**src/rtl/lm70_pkg.sv**
```systemverilog
// rtl/lm70_pkg.sv - shared constants and state encoding for the LM70 SPI reader
// Purpose: frame geometry, padding pattern, display clamp limits and FSM state codes.
// Ports: none (package).
package lm70_pkg;

  localparam int FRAME_BITS = 16;
  localparam int TEMP_BITS  = 11;
  localparam int PAD_BITS   = FRAME_BITS - TEMP_BITS;

  // The LM70 drives ones on the trailing bits; anything else means a broken frame.
  localparam logic [PAD_BITS-1:0] PAD_PATTERN = 5'b11111;

  localparam int TEMP_MIN_C = 0;
  localparam int TEMP_MAX_C = 99;

  // FSM state encoding
  typedef logic [2:0] lm70_state_t;
  localparam lm70_state_t ST_IDLE  = 3'd0;
  localparam lm70_state_t ST_SETUP = 3'd1;
  localparam lm70_state_t ST_SHIFT = 3'd2;
  localparam lm70_state_t ST_HOLD  = 3'd3;
  localparam lm70_state_t ST_DONE  = 3'd4;

endpackage

```
**src/rtl/lm70_avg4.sv**
```systemverilog
// rtl/lm70_avg4.sv - 4-sample moving average of accepted LM70 readings
// Purpose: keeps the last four good readings and a running 13-bit sum.
//   avg is combinational: the average the history will hold once the
//   current sample is pushed, so the caller can register it on the same edge.
// Ports:
//   clk, rst_n  clock, asynchronous active-low reset
//   push        commit sample into the history this cycle
//   sample      signed reading to be averaged in
//   avg         floor((sum of history including sample) / 4)
module lm70_avg4
  import lm70_pkg::*;
(
  input  logic                 clk,
  input  logic                 rst_n,
  input  logic                 push,
  input  logic [TEMP_BITS-1:0] sample,
  output logic [TEMP_BITS-1:0] avg
);

  localparam int SUM_W = TEMP_BITS + 2;

  logic [TEMP_BITS-1:0] hist [4];
  logic [SUM_W-1:0]     sum;
  logic [SUM_W-1:0]     sum_next;
  logic [SUM_W-1:0]     sample_ext;
  logic [SUM_W-1:0]     oldest_ext;
  logic                 primed;

  assign sample_ext = {{2{sample[TEMP_BITS-1]}}, sample};
  assign oldest_ext = {{2{hist[3][TEMP_BITS-1]}}, hist[3]};

  // Until the first push, the history is treated as four copies of the sample.
  assign sum_next = primed ? (sum - oldest_ext + sample_ext) : {sample, 2'b00};

  // Dropping the two LSBs of a two's-complement sum is an arithmetic shift (floor).
  assign avg = sum_next[SUM_W-1:2];

  always_ff @(posedge clk or negedge rst_n) begin
    if (!rst_n) begin
      primed <= 1'b0;
      sum    <= '0;
      for (int i = 0; i < 4; i++) hist[i] <= '0;
    end else if (push) begin
      primed <= 1'b1;
      sum    <= sum_next;
      if (!primed) begin
        for (int i = 0; i < 4; i++) hist[i] <= sample;
      end else begin
        hist[3] <= hist[2];
        hist[2] <= hist[1];
        hist[1] <= hist[0];
        hist[0] <= sample;
      end
    end
  end

endmodule

```
**src/rtl/lm70_spi_reader.sv**
```systemverilog
// rtl/lm70_spi_reader.sv - SPI master front-end for the LM70 temperature sensor
// Purpose: runs back-to-back 16-bit LM70 frames, checks the padding bits and
//   converts the 11-bit reading to a clamped integer degree value.
// Optional feature: define LM70_AVG4_EN to report a 4-sample moving average.
// Parameters:
//   CLK_DIV      sck half-period in clk cycles (>= 1)
//   IDLE_CYCLES  cs_n-high gap between frames in clk cycles (>= 1)
// Ports:
//   clk, rst_n    clock, asynchronous active-low reset
//   en            keep converting; sampled only between frames
//   sio           serial data from the sensor
//   cs_n, sck     sensor chip select (active low) and serial clock (idles low)
//   temp_raw      signed reading, 0.25 degC per LSB
//   temp_c        integer degC clamped to 0..99
//   temp_neg      sign of temp_raw
//   sample_valid  one-cycle pulse when the outputs update
//   frame_err     one-cycle pulse when a frame fails its padding check
//   busy          high whenever a frame is in progress
module lm70_spi_reader
  import lm70_pkg::*;
#(
  parameter int CLK_DIV     = 1,
  parameter int IDLE_CYCLES = 8
) (
  input  logic        clk,
  input  logic        rst_n,
  input  logic        en,
  input  logic        sio,
  output logic        cs_n,
  output logic        sck,
  output logic [10:0] temp_raw,
  output logic [6:0]  temp_c,
  output logic        temp_neg,
  output logic        sample_valid,
  output logic        frame_err,
  output logic        busy
);

  localparam int DIV_W = (CLK_DIV > 1) ? $clog2(CLK_DIV) : 1;
  localparam int GAP_W = (IDLE_CYCLES > 1) ? $clog2(IDLE_CYCLES) : 1;
  localparam int TW    = TEMP_BITS - 2;

  localparam logic [DIV_W-1:0]    DIV_LAST = DIV_W'(CLK_DIV - 1);
  localparam logic [GAP_W-1:0]    GAP_LAST = GAP_W'(IDLE_CYCLES - 1);
  localparam logic signed [TW-1:0] T_MIN   = TW'(TEMP_MIN_C);
  localparam logic signed [TW-1:0] T_MAX   = TW'(TEMP_MAX_C);

  lm70_state_t           state;
  logic [DIV_W-1:0]      div_cnt;
  logic [GAP_W-1:0]      gap_cnt;
  logic [3:0]            bit_cnt;
  logic [FRAME_BITS-1:0] shreg;

  logic                  div_last;
  logic                  frame_good;
  logic [TEMP_BITS-1:0]  raw_next;
  logic signed [TW-1:0]  t_floor;
  logic [6:0]            c_next;

  assign div_last   = (div_cnt == DIV_LAST);
  assign frame_good = (shreg[PAD_BITS-1:0] == PAD_PATTERN);
  assign busy       = (state != ST_IDLE);

`ifdef LM70_AVG4_EN
  logic                 avg_push;
  logic [TEMP_BITS-1:0] avg_raw;

  assign avg_push = (state == ST_DONE) && frame_good;

  lm70_avg4 u_avg4 (
    .clk    (clk),
    .rst_n  (rst_n),
    .push   (avg_push),
    .sample (shreg[FRAME_BITS-1:PAD_BITS]),
    .avg    (avg_raw)
  );

  assign raw_next = avg_raw;
`else
  assign raw_next = shreg[FRAME_BITS-1:PAD_BITS];
`endif

  // Dropping the two fractional bits of a two's-complement value floors it.
  assign t_floor = $signed(raw_next[TEMP_BITS-1:2]);

  always_comb begin
    c_next = 7'(TEMP_MIN_C);
    if (t_floor < T_MIN)      c_next = 7'(TEMP_MIN_C);
    else if (t_floor > T_MAX) c_next = 7'(TEMP_MAX_C);
    else                      c_next = t_floor[6:0];
  end

  always_ff @(posedge clk or negedge rst_n) begin
    if (!rst_n) begin
      state        <= ST_IDLE;
      div_cnt      <= '0;
      gap_cnt      <= '0;
      bit_cnt      <= '0;
      shreg        <= '0;
      cs_n         <= 1'b1;
      sck          <= 1'b0;
      temp_raw     <= '0;
      temp_c       <= '0;
      temp_neg     <= 1'b0;
      sample_valid <= 1'b0;
      frame_err    <= 1'b0;
    end else begin
      sample_valid <= 1'b0;
      frame_err    <= 1'b0;
      case (state)
        ST_IDLE: begin
          // Gap counter saturates; a frame starts on its last gap cycle if en is high.
          if (gap_cnt == GAP_LAST) begin
            if (en) begin
              state   <= ST_SETUP;
              cs_n    <= 1'b0;
              div_cnt <= '0;
            end
          end else begin
            gap_cnt <= gap_cnt + 1'b1;
          end
        end
        ST_SETUP: begin
          if (div_last) begin
            state   <= ST_SHIFT;
            div_cnt <= '0;
            bit_cnt <= '0;
          end else begin
            div_cnt <= div_cnt + 1'b1;
          end
        end
        ST_SHIFT: begin
          if (div_last) begin
            div_cnt <= '0;
            if (!sck) begin
              // Rising sck: the sensor's bit has been stable for a full half-period.
              sck   <= 1'b1;
              shreg <= {shreg[FRAME_BITS-2:0], sio};
            end else begin
              sck <= 1'b0;
              if (bit_cnt == 4'd15) state <= ST_HOLD;
              else                  bit_cnt <= bit_cnt + 1'b1;
            end
          end else begin
            div_cnt <= div_cnt + 1'b1;
          end
        end
        ST_HOLD: begin
          if (div_last) begin
            state   <= ST_DONE;
            cs_n    <= 1'b1;
            div_cnt <= '0;
          end else begin
            div_cnt <= div_cnt + 1'b1;
          end
        end
        ST_DONE: begin
          state   <= ST_IDLE;
          gap_cnt <= '0;
          if (frame_good) begin
            temp_raw     <= raw_next;
            temp_c       <= c_next;
            temp_neg     <= raw_next[TEMP_BITS-1];
            sample_valid <= 1'b1;
          end else begin
            frame_err <= 1'b1;
          end
        end
        default: begin
          state <= ST_IDLE;
          cs_n  <= 1'b1;
          sck   <= 1'b0;
        end
      endcase
    end
  end

endmodule
```
**config.mk**
```make
export PLATFORM = sky130hd
export DESIGN_NAME = lm70_spi_reader
export DESIGN_NICKNAME = d
export VERILOG_FILES = /design/src/rtl/lm70_pkg.sv /design/src/rtl/lm70_avg4.sv /design/src/rtl/lm70_spi_reader.sv
export SDC_FILE = /design/constraint.sdc
export NUM_CORES = 1
export LEC_CHECK = 0
export CAP_MARGIN = 30
export CORE_MARGIN = 8
export CORE_UTILIZATION = 30
export DETAILED_ROUTE_END_ITERATION = 10
export PLACE_DENSITY = 0.5
export REMOVE_ABC_BUFFERS = 1
export SLEW_MARGIN = 5
export SYNTH_ARGS = -nofsm -noshare
export SYNTH_HDL_FRONTEND = slang
export SYNTH_HIERARCHICAL = 1
export SYNTH_SLANG_ARGS = --single-unit
```
**constraint.sdc**
```tcl
create_clock -name clk -period 1.75 [get_ports clk]
set_input_delay 0.35 -clock clk [delete_from_list [all_inputs] [get_ports clk]]
set_output_delay 0.35 -clock clk [all_outputs]
set_load 0.05 [all_outputs]
```
==> impl_metrics.json, run 1 <==
{
  "cts_tree": "built",
  "finalCritPeriodShare_pct": 98.0,
  "worstSetupPathType": "reg2out",
  "routed_via_density": 4.50,
  "synth_ff_type": "dfrtp_1",
  "routabilityCongestion": 0.722,
  "fin_nets": 220,
  "drv_cap": 0,
  "fp.dieH_um": 99.7,
  "fp.dieArea_um2": 9950,
  "clk_pin_slew_worst_paths_ns": 0.09,
  "dieWidth_um": 99.7,
  "status": "completed",
  "total_power_mw": 4.10,
  "grt_pass1_vias": 1405,
  "path_max_fanout": 10,
  "worst_slack_ns": 0.0358,
  "min_from": "temp_raw[2]$_DFFE_PN0P_",
  "grt_usage_pct": 8.76,
  "finClkSkew_ns": 0.00497,
  "synth_cell_types": 41,
  "antenna_found_initial": 0,
  "slew_headroom_pct": 70.5,
  "hp-class": "reg2reg",
  "synth_edf_count": 0,
  "fin_crit_ns": 1.71,
  "start_kind": "flop",
  "synth_top_area_share_pct": 55.9,
  "port_buffers": 27,
  "timing.rr.end": "temp_raw[9]$_DFFE_PN0P_",
  "drive_above_1_share_pct": 33.6,
  "syn_inst": 175,
  "hold_end": "temp_raw[2]$_DFFE_PN0P_",
  "hold_viol": 0,
  "synth_area_leaders": "dfrtp_1 (56%), mux2_2 (9.6%), mux2_1 (4.3%), o21ai_0 (2.1%), nand2_1 (2.1%)",
  "synth_area_um2": 2100,
  "critPathRequiredTime_ns": 1.40,
  "clock_path_buffers": 2,
  "ys_seq_area_share_pct": 57.2,
  "ys_warn_count": 6,
  "syn_to_final_growth_pct": 27.4,
  "worstSetupStartpoint": "state[0]$_DFFE_PN0P_",
  "drc_errors": 0,
  "finalMaxSlewViolations": 0,
  "overflow": 0,
  "cts_made_buffers": 5,
  "worst_slew_pin_slew_ns": 0.442,
  "antennaDiodeCount": 0,
  "r2r-start": "state[0]$_DFFE_PN0P_",
  "endpoint_kind": "primary output",
  "grt_max_degree": 33,
  "root_buffer": "clkbuf_8",
  "synth_seq_cells": 48,
  "ff2ff_path_depth": 5,
  "io_pins": 28,
  "start_util_pct": 31.0,
  "whs_path_depth": 1,
  "cts_max_level": 2,
  "grt_setup_unrepaired": "true",
  "max_freq_mhz": 583,
  "route.vias.total": 1395,
  "rows": 30,
  "setup_viol": 0,
  "core_area_um2": 6790,
  "first_pass_iters": 4,
  "grt_pass1_wl_mm": 6.93,
  "synthArstFlopShare_pct": 100,
  "routed_wl_mm": 4.00,
  "place_ws_ns": 0.177,
  "rrSetupSlack_ns": 0.16,
  "insertion_delay_ns": 0.30,
  "synth_common_cells": "dfrtp_1 (47), mux2_2 (18), nand2_1 (12), nor2_1 (11)",
  "crit_arrival_ns": 1.36,
  "syn-mean-instance-area_um2": 12.0,
  "nFillCells": 661,
  "wl_per_cell_um": 12.9,
  "yosysMostFrequentCell": "dfrtp_1",
  "dp_hpwl_mm": 2.79,
  "yosysTopAreaCell": "dfrtp_1",
  "dr.first_iter.drc_count": 33,
  "ir_drop_mv": 0.394,
  "power_leakage_nw": 1.23,
  "drtAntennaViolNets": 0,
  "p_per_area_nw_per_um2": 1530,
  "clock-sinks": 48
}
[layout by cell type (no fill, tap or decap), types with 2 or more instances in the layout]
cell / n
clkbuf_8: 5
ha_1: 3
clkdlybuf4s50_1: 2
buf_6: 2
inv_1: 9
or3_1: 2
o22ai_1: 5
mux2_2: 18
nand4b_1: 2
and3_1: 2
buf_4: 30
a31oi_1: 2
buf_12: 5
nand3_1: 4
o21ai_0: 9
a22oi_1: 2
dfrtp_1: 46
nand2_1: 12
mux2_1: 8
a21oi_1: 6
nor2_1: 11
[worst max-delay path by stage]
stage                         endpoint  slack (ns)  cells past startpoint
6_report                          busy        0.04                      3
5_1_grt                           busy       -0.01                      3
4_1_cts                           busy       0.001                      2
3_5_place_dp   temp_raw[8]$_DFFE_PN0P_        0.18                      4
3_3_place_gp    bit_cnt[3]$_DFFE_PN0P_        0.17                      5
2_1_floorplan  temp_raw[8]$_DFFE_PN0P_       -0.23                      3
[timing repair]
item | in CTS | in global routing
hold endpoints to repair | 15 | 0
pin swaps | 0 | 1
hold buffers | 1 | 0
gates resized for setup | 2 | 2
setup buffers | 1 | 1
setup endpoints to repair | 1 | 6
gates cloned | 0 | 1
[cells by family after synthesis]
| logic type | after synthesis | synth area share (%) |
|---|---|---|
| xor+xnor | 1 | 0.416 |
| compound gates | 29 | 8.33 |
| mux | 26 | 13.9 |
| simple gates | 48 | 13.3 |
| buf+inv | 20 | 5.12 |
| fa+ha+maj | 3 | 1.78 |
| flops | 48 | 57.2 |
[cell type report]
class | instances | area (um^2) | area share [%]
Tap cell | 96 | 120 | 4.48
Clock buffer | 5 | 68.8 | 2.57
Clock inverter | 3 | 46.3 | 1.73
Timing Repair Buffer | 42 | 408 | 15.2
Multi-Input combinational cell | 107 | 798 | 29.8
Inverter | 9 | 33.8 | 1.26
Sequential cell | 48 | 1200 | 44.9
[through the flow]
stage                     TNS [ns]  hold slack (ns)  std cells  utilization, %  area, um^2
final                            0            0.496        310            39.4        2680
after global routing       -0.0127            0.525        310            39.4        2680
after CTS                        0            0.503        308            38.9        2640
after detailed placement         0            0.319        298            36.8        2500
after global placement           0            0.321        298            36.8        2500
after floorplan              -4.34           0.0544        164               -        2030
[flip-flops by register name (all words and copies together) (netlist names)]
| name | flops |
|---|---|
| shreg | 16 |
| bit_cnt | 4 |
| frame_err | 1 |
| state | 3 |
| sample_valid | 1 |
| temp_raw | 11 |
| gap_cnt | 3 |
| cs_n | 1 |
| sck | 1 |
| temp_c | 7 |
[metal layers]
layer,global-route usage (%),wire length [um],vias to the layer above
met5,0,0,-
met4,4.54,71,0
met3,2.58,143,4
met2,12.9,1830,20
met1,11.3,1950,676
li1,-,-,695
[power breakdown]
group	switching [mW]	total, mW	internal, mW
sequential	0.318	1.74	1.42
combinational	0.721	1.54	0.818
clock	0.386	0.817	0.431
[worst max-delay path: stages (launching register included)]
cell and delay, ns:
dfrtp_1 0.40, buf_6 0.14, or3_4 0.36, buf_6 0.16
Power figures use the tool's default switching activity.
==> inputs of run 2 (changes only) <==
--- a/config.mk
+++ b/config.mk
@@ -6,10 +6,12 @@
 export NUM_CORES = 1
 export LEC_CHECK = 0
 export CAP_MARGIN = 30
+export CELL_PAD_IN_SITES_DETAIL_PLACEMENT = 0
+export CELL_PAD_IN_SITES_GLOBAL_PLACEMENT = 1
 export CORE_MARGIN = 8
 export CORE_UTILIZATION = 30
 export DETAILED_ROUTE_END_ITERATION = 10
-export PLACE_DENSITY = 0.5
+export PLACE_DENSITY = 0.6
 export REMOVE_ABC_BUFFERS = 1
 export SLEW_MARGIN = 5
 export SYNTH_ARGS = -nofsm -noshare
==> run 2 against run 1 <==
  * Clock power is 23% lower
  * Worst hold slack worse by 0.48 ns
  * Die area is the same
  * Fmax down 0.35%
  * Worst setup slack worse by 0.0060 ns
  * Wire length rose by 3.5%
  * Sequential power is essentially flat
  * Cell count rose by 0.32%
  * Power decreased by 3.1%
  * Clock skew fell by 0.0014 ns
  * Critical path type unchanged
==> impl_metrics.json, run 2 (synthesis gave the netlist of run 1 again) <==
{
  "status": "completed",
  "crit_arrival_ns": 1.37,
  "finalCritPeriodShare_pct": 98.3,
  "wl_per_cell_um": 13.3,
  "drc_errors": 0,
  "clock-sinks": 48,
  "path_max_fanout": 6,
  "io_pins": 28,
  "place_ws_ns": 0.197,
  "grt_max_degree": 28,
  "routed_wl_mm": 4.14,
  "timing.rr.end": "shreg[0]$_DFFE_PN0P_",
  "mostFrequentLayoutCell": "dfrtp_1",
  "ff2ff_path_depth": 5,
  "crit_slowest_cell": "dfrtp_1",
  "worst_slack_ns": 0.0298,
  "critPathRequiredTime_ns": 1.40,
  "p_seq_share_pct": 43.5,
  "swShare_pct": 35.6,
  "rows": 30,
  "fin_hold_ws_ns": 0.0192,
  "start_util_pct": 31.0,
  "first_pass_iters": 4,
  "worst_slew_pin_slew_ns": 0.359,
  "grt_usage_pct": 8.73,
  "drv_cap": 0,
  "dp_hpwl_mm": 2.78,
  "grt_pass1_wl_mm": 6.94,
  "clock_path_buffers": 2,
  "dieWidth_um": 99.7,
  "insertion_delay_ns": 0.30,
  "clk_pin_slew_worst_paths_ns": 0.09,
  "p_clk_share_pct": 15.9,
  "endpoint_kind": "primary output",
  "rrSetupSlack_ns": 0.10,
  "antenna_found_initial": 0,
  "largest_reg_flops": 16,
  "mostFrequentLayoutCells": "dfrtp_1 (46), buf_4 (33), mux2_2 (18)",
  "p_per_area_nw_per_um2": 1500,
  "setup_viol": 0,
  "fin_nets": 222,
  "antennaDiodeCount": 0,
  "drive_above_1_share_pct": 34.4,
  "power_leakage_nw": 1.23,
  "utilization_pct": 39.1,
  "route.vias.total": 1409,
  "cts_max_level": 2,
  "p_sw_mw": 1.41,
  "core_area_um2": 6790,
  "fin_crit_ns": 1.72,
  "hp-class": "in2async",
  "cts_made_buffers": 5,
  "hold_viol": 0,
  "overflow": 0,
  "slew_headroom_pct": 76.1,
  "drtAntennaViolNets": 0,
  "cts_tree": "built",
  "port_buffers": 27,
  "cp_cell_sequence": "buf_6 -> or3_4 -> buf_8",
  "fp.dieH_um": 99.7,
  "setup_tns_ns": 0,
  "max_stage_delay_ns": 0.40,
  "p_comb_share_pct": 40.6,
  "top_regs": "shreg x16, temp_raw x11, temp_c x7",
  "grt_pass1_vias": 1431,
  "r2r-start": "state[0]$_DFFE_PN0P_",
  "start_kind": "flop",
  "finClkSkew_ns": 0.00360,
  "worstSetupPathType": "reg2out",
  "dr.first_iter.drc_count": 22,
  "root_buffer": "clkbuf_8",
  "finalMaxSlewViolations": 0,
  "ir_drop_mv": 1.00,
  "syn_to_final_growth_pct": 26.2,
  "routed_via_density": 4.53,
  "routabilityCongestion": 0.780,
  "top_register": "shreg",
  "max_freq_mhz": 581,
  "fp.dieArea_um2": 9950,
  "p_int_mw": 2.56
}
## run 2: worst max path at each step
stage                    startpoint                      end  slack [ns]
2_1_floorplan  state[0]$_DFFE_PN0P_  temp_raw[8]$_DFFE_PN0P_       -0.23
3_3_place_gp   state[2]$_DFFE_PN0P_   bit_cnt[3]$_DFFE_PN0P_        0.20
3_5_place_dp   state[0]$_DFFE_PN0P_   bit_cnt[3]$_DFFE_PN0P_        0.20
4_1_cts        state[0]$_DFFE_PN0P_                     busy       0.002
5_1_grt        state[1]$_DFFE_PN0P_                     busy      -0.003
6_report       state[1]$_DFFE_PN0P_                     busy        0.03
## run 2: layer usage
layer,vias to the layer above,wire length (um),GRT usage [%]
li1,690,-,-
met2,28,1900,13.5
met1,683,1900,10.2
met3,8,272,3.49
met4,0,76,4.19
met5,-,0,0
## run 2: metrics by stage
| step | instances | cell area (um^2) | total power, mW |
|---|---|---|---|
| floorplan | 164 | 2030 | 2.72 |
| global placement | 298 | 2490 | 3.27 |
| detailed placement | 298 | 2490 | 3.28 |
| CTS | 306 | 2590 | 3.99 |
| global route | 311 | 2660 | 4.28 |
| finish | 311 | 2660 | 3.97 |
## run 2: critical path, delay by kind of cell (launching register included)
kind / cells / cell delay [ns]
simple gates: 1 / 0.37
flops: 1 / 0.40
buf+inv: 2 / 0.30
## run 2: what timing repair did
item / CTS / global route
endpoints found under the hold margin: 0 / 0
cloned: 0 / 1
setup endpoints to repair: 1 / 3
hold buffers: 0 / 0
buffers inserted: 1 / 4
gates resized for setup: 4 / 4
pin swaps: 0 / 4
## run 2: area by class of cell
class                           instances  area, um^2
Fill cell                             687        4140
Sequential cell                        48        1200
Multi-Input combinational cell        107         801
Timing Repair Buffer                   44         415
Tap cell                               96         120
Clock buffer                            5        68.8
Inverter                                9        33.8
Clock inverter                          2        12.5
## run 2: power by group through the flow
| stage | Sequential (mW) | Clock, mW | Combinational (mW) |
|---|---|---|---|
| floorplan | 1.80 | 0 | 0.919 |
| global placement | 1.76 | 0 | 1.51 |
| CTS | 1.73 | 0.670 | 1.58 |
| finish | 1.73 | 0.632 | 1.61 |
| detailed placement | 1.75 | 0 | 1.53 |
| global route | 1.79 | 0.708 | 1.78 |
==> inputs of run 3 (changes only) <==
--- a/config.mk
+++ b/config.mk
@@ -6,12 +6,11 @@
 export NUM_CORES = 1
 export LEC_CHECK = 0
 export CAP_MARGIN = 30
-export CELL_PAD_IN_SITES_DETAIL_PLACEMENT = 0
-export CELL_PAD_IN_SITES_GLOBAL_PLACEMENT = 1
-export CORE_MARGIN = 8
+export CELL_PAD_IN_SITES_DETAIL_PLACEMENT = 1
+export CELL_PAD_IN_SITES_GLOBAL_PLACEMENT = 2
 export CORE_UTILIZATION = 30
 export DETAILED_ROUTE_END_ITERATION = 10
-export PLACE_DENSITY = 0.6
+export PLACE_DENSITY = 0.69
 export REMOVE_ABC_BUFFERS = 1
 export SLEW_MARGIN = 5
 export SYNTH_ARGS = -nofsm -noshare
==> run 3 against run 2 <==
  * Core utilization fell by 0.72 points
  * Sequential power barely moved
  * Cell count decreased by 1.6%
  * Global-route usage grew 3.8 points
  * Worst setup slack better by 0.014 ns
  * Clock power grew 12%
  * Non-clock buffer count decreased by 6
  * Combinational power barely moved
==> impl_metrics.json, run 3 (synthesis gave the netlist of run 1 again) <==
{
  "largest_reg_flops": 16,
  "finalMaxSlewViolations": 0,
  "p_per_area_nw_per_um2": 1550,
  "grt_setup_unrepaired": "false",
  "overflow": 0,
  "antenna_found_initial": 0,
  "ff2ff_path_depth": 5,
  "p_clk_share_pct": 17.5,
  "finalCritPeriodShare_pct": 97.5,
  "p_sw_mw": 1.47,
  "timing.rr.end": "bit_cnt[2]$_DFFE_PN0P_",
  "clock-sinks": 48,
  "slew_headroom_pct": 79.8,
  "fp.dieH_um": 85.7,
  "crit_arrival_ns": 1.36,
  "worst_slew_pin_slew_ns": 0.300,
  "route.vias.total": 1435,
  "p_comb_share_pct": 39.4,
  "port_buffers": 27,
  "hold_viol": 0,
  "setup_viol": 0,
  "io_pins": 28,
  "dr.first_iter.drc_count": 34,
  "nFillCells": 744,
  "drv_cap": 0,
  "worst_slack_ns": 0.0436,
  "antennaDiodeCount": 0,
  "place_ws_ns": 0.154,
  "syn_to_final_growth_pct": 23.9,
  "dieWidth_um": 85.7,
  "top_regs": "shreg x16, temp_raw x11, temp_c x7",
  "max_freq_mhz": 586,
  "clock_path_buffers": 2,
  "worstSetupPathType": "reg2out",
  "status": "completed",
  "root_buffer": "clkbuf_8",
  "cts_made_buffers": 5,
  "insertion_delay_ns": 0.30,
  "wl_per_cell_um": 13.7,
  "dp_hpwl_mm": 2.94,
  "finClkSkew_ns": 0.00819,
  "core_area_um2": 6790,
  "drc_errors": 0,
  "mostFrequentLayoutCells": "dfrtp_1 (46), buf_4 (28), mux2_2 (18)",
  "routed_via_density": 4.69,
  "p_int_mw": 2.56,
  "grt_max_degree": 49,
  "hp-class": "in2async",
  "first_pass_iters": 4,
  "start_util_pct": 31.0,
  "p_seq_share_pct": 43.2,
  "routed_wl_mm": 4.18,
  "power_leakage_nw": 1.19,
  "fin_crit_ns": 1.71,
  "clk_pin_slew_worst_paths_ns": 0.09,
  "layout.cells.non_filler": 306,
  "grt_pass1_vias": 1500,
  "path_max_fanout": 3,
  "cts_max_level": 2,
  "r2r-start": "state[0]$_DFFE_PN0P_",
  "total_power_mw": 4.03,
  "top_register": "shreg",
  "grt_pass1_wl_mm": 7.25,
  "ir_drop_mv": 1.12,
  "placedCellCount": 298,
  "start_kind": "flop",
  "routabilityCongestion": 0.749,
  "rows": 30,
  "hold_buffers": 0,
  "critPathRequiredTime_ns": 1.40,
  "drtAntennaViolNets": 0,
  "utilization_pct": 38.4,
  "rrSetupSlack_ns": 0.11,
  "fp.dieArea_um2": 7350,
  "mostFrequentLayoutCell": "dfrtp_1",
  "fin_nets": 216,
  "drive_above_1_share_pct": 32.9,
  "endpoint_kind": "primary output",
  "cts_tree": "built",
  "fin_hold_ws_ns": 0.0133,
  "swShare_pct": 36.5,
  "grt_usage_pct": 12.5
}
-- run 3: critical path, stage by stage, from the launching register on --
cell,delay [ns]
dfrtp_1,0.41
buf_6,0.13
or3_4,0.36
buf_8,0.16
-- run 3: power groups by stage --
stage | Clock (mW) | Combinational (mW) | Sequential [mW]
2_1_floorplan | 0 | 0.919 | 1.80
3_3_place_gp | 0 | 1.48 | 1.74
3_5_place_dp | 0 | 1.54 | 1.77
4_1_cts | 0.744 | 1.56 | 1.74
5_1_grt | 0.785 | 1.74 | 1.81
6_report | 0.705 | 1.59 | 1.74
-- run 3: what timing repair did --
action / 4_1_cts / 5_1_grt
endpoints found under the setup margin: 0 / 1
endpoints found under the hold margin: 0 / 0
gates resized for setup: 0 / 6
buffers inserted: 0 / 0
-- run 3: metal layers --
layer	wire length [um]	track usage, %	vias up
met5	0	0	-
met2	2020	20.9	27
li1	-	-	682
met1	1980	16.2	721
met4	43	3.64	0
met3	145	2.98	5
-- run 3: stage by stage --
step           area, um^2  TNS (ns)
2_1_floorplan        2030     -4.34
3_3_place_gp         2490         0
3_5_place_dp         2490         0
4_1_cts              2580         0
5_1_grt              2610         0
6_report             2610         0
-- run 3: worst max-delay path by stage --
stage | start | slack, ns | cells after the start | end
finish | state[0]$_DFFE_PN0P_ | 0.04 | 3 | busy
floorplan | state[0]$_DFFE_PN0P_ | -0.23 | 3 | temp_raw[8]$_DFFE_PN0P_
detailed placement | state[0]$_DFFE_PN0P_ | 0.15 | 5 | bit_cnt[2]$_DFFE_PN0P_
global route | state[0]$_DFFE_PN0P_ | 0.005 | 3 | busy
CTS | state[1]$_DFFE_PN0P_ | 0.0005 | 3 | busy
global placement | state[0]$_DFFE_PN0P_ | 0.22 | 4 | temp_raw[1]$_DFFE_PN0P_
-- run 3: final cells by class --
type	instances	area, um^2	share of cell area, %
repair buffers	38	353	13.5
clock inverters	2	15.0	0.576
inverters	9	33.8	1.30
well taps	96	120	4.61
flip-flops and latches	48	1200	46.2
multi-input cells	107	798	30.6
clock buffers	6	82.6	3.17
